--- config.mk ---
export PLATFORM = sky130hd
export DESIGN_NAME = logic_op_engine
export DESIGN_NICKNAME = d
export VERILOG_FILES = /design/src/rtl/logic_op_engine.sv
export SDC_FILE = /design/constraint.sdc
export NUM_CORES = 1
export LEC_CHECK = 0
export ABC_CLOCK_PERIOD_IN_PS = 1890
export BUFFER_PORTS_ARGS = -buffer_cell sky130_fd_sc_hd__buf_4
export CAP_MARGIN = 30
export CORE_MARGIN = 3
export CORE_UTILIZATION = 40
export DETAILED_ROUTE_END_ITERATION = 10
export SYNTH_ARGS = -nofsm -noshare
export SYNTH_HDL_FRONTEND = slang
export SYNTH_SLANG_ARGS = --single-unit
--- constraint.sdc ---
create_clock -name clk -period 1.89 [get_ports clk]
set_input_delay 0.189 -clock clk [delete_from_list [all_inputs] [get_ports clk]]
set_output_delay 0.189 -clock clk [all_outputs]
set_load 0.005 [all_outputs]
--- src/rtl/logic_op_engine.sv ---
// Clocked valid/ready engine for the 8-bit logic ops (AND/OR/XOR/NOT) with NZVC flags.
// Optional accumulator operand path is enabled by defining LOGIC_ENGINE_ACC_EN.
//
// state | meaning
// IDLE  | ready for a request, operands not yet captured
// EXEC  | operands captured, result and flags registered at the next edge
// RESP  | response valid and held until the consumer accepts it
module logic_op_engine #(
    parameter int WIDTH = 8
) (
    input  logic             clk,
    input  logic             rst_n,
    input  logic             req_valid,
    output logic             req_ready,
    input  logic [WIDTH-1:0] req_A,
    input  logic [WIDTH-1:0] req_B,
    input  logic [1:0]       req_sel,
`ifdef LOGIC_ENGINE_ACC_EN
    input  logic             req_use_acc,
`endif
    output logic             rsp_valid,
    input  logic             rsp_ready,
    output logic [WIDTH-1:0] rsp_result,
    output logic [3:0]       rsp_NZVC,
    output logic [7:0]       op_count
);

    typedef enum logic [1:0] {
        IDLE = 2'b00,
        EXEC = 2'b01,
        RESP = 2'b10
    } state_t;

    localparam logic [1:0] SEL_AND = 2'b00;
    localparam logic [1:0] SEL_OR  = 2'b01;
    localparam logic [1:0] SEL_XOR = 2'b10;

    state_t           state_q;
    logic [WIDTH-1:0] a_q;
    logic [WIDTH-1:0] b_q;
    logic [1:0]       sel_q;
    logic             req_ready_q;
    logic             rsp_valid_q;
    logic [WIDTH-1:0] rsp_result_q;
    logic [3:0]       rsp_nzvc_q;
    logic [7:0]       op_count_q;

    logic [WIDTH-1:0] op_a;
    logic [WIDTH-1:0] result_d;
    logic [3:0]       nzvc_d;

`ifdef LOGIC_ENGINE_ACC_EN
    logic [WIDTH-1:0] acc_q;
    logic             use_acc_q;

    assign op_a = use_acc_q ? acc_q : a_q;
`else
    assign op_a = a_q;
`endif

    always_comb begin
        result_d = '0;
        case (sel_q)
            SEL_AND: result_d = op_a & b_q;
            SEL_OR:  result_d = op_a | b_q;
            SEL_XOR: result_d = op_a ^ b_q;
            default: result_d = ~op_a;
        endcase
    end

    // Logic ops can never overflow or carry, so V and C are tied low.
    assign nzvc_d = {result_d[WIDTH-1], (result_d == '0), 2'b00};

    always_ff @(posedge clk or negedge rst_n) begin
        if (!rst_n) begin
            state_q      <= IDLE;
            a_q          <= '0;
            b_q          <= '0;
            sel_q        <= '0;
            req_ready_q  <= 1'b1;
            rsp_valid_q  <= 1'b0;
            rsp_result_q <= '0;
            rsp_nzvc_q   <= '0;
            op_count_q   <= '0;
`ifdef LOGIC_ENGINE_ACC_EN
            acc_q        <= '0;
            use_acc_q    <= 1'b0;
`endif
        end else begin
            case (state_q)
                IDLE: begin
                    if (req_valid) begin
                        a_q         <= req_A;
                        b_q         <= req_B;
                        sel_q       <= req_sel;
`ifdef LOGIC_ENGINE_ACC_EN
                        use_acc_q   <= req_use_acc;
`endif
                        req_ready_q <= 1'b0;
                        state_q     <= EXEC;
                    end
                end
                EXEC: begin
                    rsp_result_q <= result_d;
                    rsp_nzvc_q   <= nzvc_d;
`ifdef LOGIC_ENGINE_ACC_EN
                    acc_q        <= result_d;
`endif
                    rsp_valid_q  <= 1'b1;
                    state_q      <= RESP;
                end
                RESP: begin
                    if (rsp_ready) begin
                        op_count_q  <= op_count_q + 8'd1;
                        rsp_valid_q <= 1'b0;
                        req_ready_q <= 1'b1;
                        state_q     <= IDLE;
                    end
                end
                default: begin
                    rsp_valid_q <= 1'b0;
                    req_ready_q <= 1'b1;
                    state_q     <= IDLE;
                end
            endcase
        end
    end

    assign req_ready  = req_ready_q;
    assign rsp_valid  = rsp_valid_q;
    assign rsp_result = rsp_result_q;
    assign rsp_NZVC   = rsp_nzvc_q;
    assign op_count   = op_count_q;

endmodule

==> metrics.yaml <==
status: "finished, final reports clean"
synth_seq_cells: 39
cts-root-buf: "clkbuf_8"
tns_ns: 0
die_area_um2: 6050
dp_slack_ns: 0.209
place_inst: 289
syn_area_um2: 2060
cp_slowest_cell: "mux4_2"
synth.top_cells.by_count: "38 x dfrtp_1, 32 x inv_1, 27 x nand2_1"
cp_max_fo: 3
synth_edf_count: 0
rows: 25
wire_per_inst_um: 12.1
critPathBufInv: 1
synth_warnings: 0
synth_area_leaders: "dfrtp_1 46%, ha_1 10%, mux4_1 8.9%, inv_1 5.8%, o21ai_0 5.6%"
finalMaxSlewViolations: 0
layout_setup_ws_ns: 0.193
finalHoldViolCount: 0
cts_buffers: 5
period_needed_ns: 1.70
antenna_found_initial: 0
fillers: 446
clock_skew_ns: 0.00444
crit_chain: "inv_1 > ha_1 > mux4_2 > or2_1 > o31ai_2"
clk_latency_ns: 0.28
post_cts_buffers: 0
arrival_ns: 1.90
gp_congestion: 0.734
vias: 1354
synth_area_leader_cell: "dfrtp_1"
antenna_left: 0
cp-start-kind: "register"
crit_required_ns: 2.09
critical_path_class: "register to register"
async_flop_share_pct: 100
grt_max_degree: 40
end_kind: "register"
fmax_mhz: 589
area_growth_pct: 21.0
grt_usage_pct: 12.9
clock_sinks: 39
grt_pass1_vias: 1323
clk_path_buf_depth: 2
grt_pass1_wl_mm: 6.12
post-route-period-util_pct: 89.8
final_util_pct: 51.4
seq_area_um2: 977
synthFlopType: "dfrtp_1"
yosysSeqAreaShare_pct: 47.4
clk_pin_slew_worst_paths_ns: 0.07
htree_levels: 2
synthMostInstantiatedCell: "dfrtp_1"
cellPowerDensity_nw_per_um2: 1470
cp_top_family: "multiplexers"
synth.top_cell.area_share_pct: 46.2
hold_class: "primary input to register"
totalPowerFinal_mw: 3.66
syn_inst: 189
synth_cell_types: 33
cts_tree: "done"
setup_viol_count_final: 0
grt_overflow: 0
die_w_um: 77.8
die_h_um: 77.8
multiInputGateArea_um2: 877
portBuffers: 41
via_per_inst: 4.54
syn_avg_cell_area_um2: 10.9
finalNonFillerCells: 298
fp.coreArea_um2: 4850
pin_count: 44
layout-drive-gt1-share_pct: 25.5
ir_drop_uv: 568
drt_iter0_markers: 97
num_antenna_cells: 0
grt_setup_unrepaired: "no"
cpPeakStageDelay_ns: 0.45
hpwl_mm: 2.62
drc_errors: 0
drt_wl_total_mm: 3.59
fin_nets: 269
start_util_pct: 42.5
max_cap_viol_count: 0
drt-pass1-iter-count: 2
leakage_nw: 1.25
-- final timing paths --
path | startpoint | to | slack [ns] | cells after the start
worst min register to register | op_count[7]$_DFFE_PN0P_ | op_count[7]$_DFFE_PN0P_ | 0.48 | 1
worst min-delay path | req_A[5] | a_q[5]$_DFFE_PN0P_ | 0.1 | 3
worst max-delay path | a_q[3]$_DFFE_PN0P_ | rsp_NZVC[2]$_DFFE_PN0P_ | 0.19 | 5
max in group asynchronous | rst_n | req_ready$_DFFE_PN1P_ | 1.13 | 2
min in group asynchronous | rst_n | op_count[7]$_DFFE_PN0P_ | 0.41 | 2
worst max register to register | a_q[3]$_DFFE_PN0P_ | rsp_NZVC[2]$_DFFE_PN0P_ | 0.19 | 5
-- worst min-delay path, stage by stage --
cell and delay (ns):
buf_4 0.08, nand2_1 0.03, o21ai_0 0.05
-- power by group --
group | switching (mW) | internal, mW | total (mW) | leakage, nW
logic | 0.701 | 0.840 | 1.54 | 0.717
registers | 0.311 | 1.20 | 1.51 | 0.486
clock network | 0.277 | 0.333 | 0.610 | 0.0515
total | 1.29 | 2.37 | 3.66 | 1.25
-- stage by stage --
stage	instance area, um^2	hold WS [ns]
4_1_cts	2490	0.0947
5_1_grt	2490	0.109
2_1_floorplan	2060	-0.107
6_report	2490	0.0992
3_3_place_gp	2380	0.191
3_5_place_dp	2380	0.194
-- cells by family after synthesis --
kind of cell             Yosys count  synth area share (%)
buffers and inverters             43                  10.3
XOR/XNOR                           7                  2.98
AO/OA/AOI/OAI                     28                  7.59
other                              1                 0.182
adder cells (fa/ha/maj)           17                  10.3
multiplexers                      11                  11.7
flip-flops                        39                  47.4
AND/OR/NAND/NOR                   43                  9.54
-- cell usage in the layout (no fill, tap or decap), drive strengths merged, types with 3 or more instances in the layout --
cell	n
mux4	8
buf	43
o21ai	24
nand4	3
xnor2	5
nor2	3
mux2	3
clkbuf	8
nand3	3
inv	32
ha	17
dfrtp	38
nand2	27
-- final cells by class --
type                    instances  share of cell area, %
clock buffers                   8                   4.02
inverters                      32                   4.82
multi-input cells             108                   35.2
flip-flops and latches         39                   39.2
well taps                      67                   3.37
repair buffers                 44                   13.4
-- metal layers --
metal / vias up / global-route usage, % / wire length [um] / share of wire (%)
met5: - / 0 / 0 / 0
met2: 29 / 19.3 / 1590 / 44
li1: 697 / - / - / -
met3: 7 / 3.94 / 204 / 5.7
met1: 621 / 17.3 / 1750 / 49
met4: 0 / 5.34 / 55 / 1.5
-- registers in the layout, indices dropped and copies added, names as in the netlist --
register / count
op_count: 8
rsp_valid: 1
rsp_result: 8
a_q: 8
state_q: 2
req_ready: 1
b_q: 8
sel_q: 2
rsp_NZVC: 1
-- timing repair --
item                      in CTS  in global routing
resized for setup              0                  0
hold endpoints to repair      38                  0
hold buffers                   1                  0
Note: power is estimated with default switching activity, not from simulation.
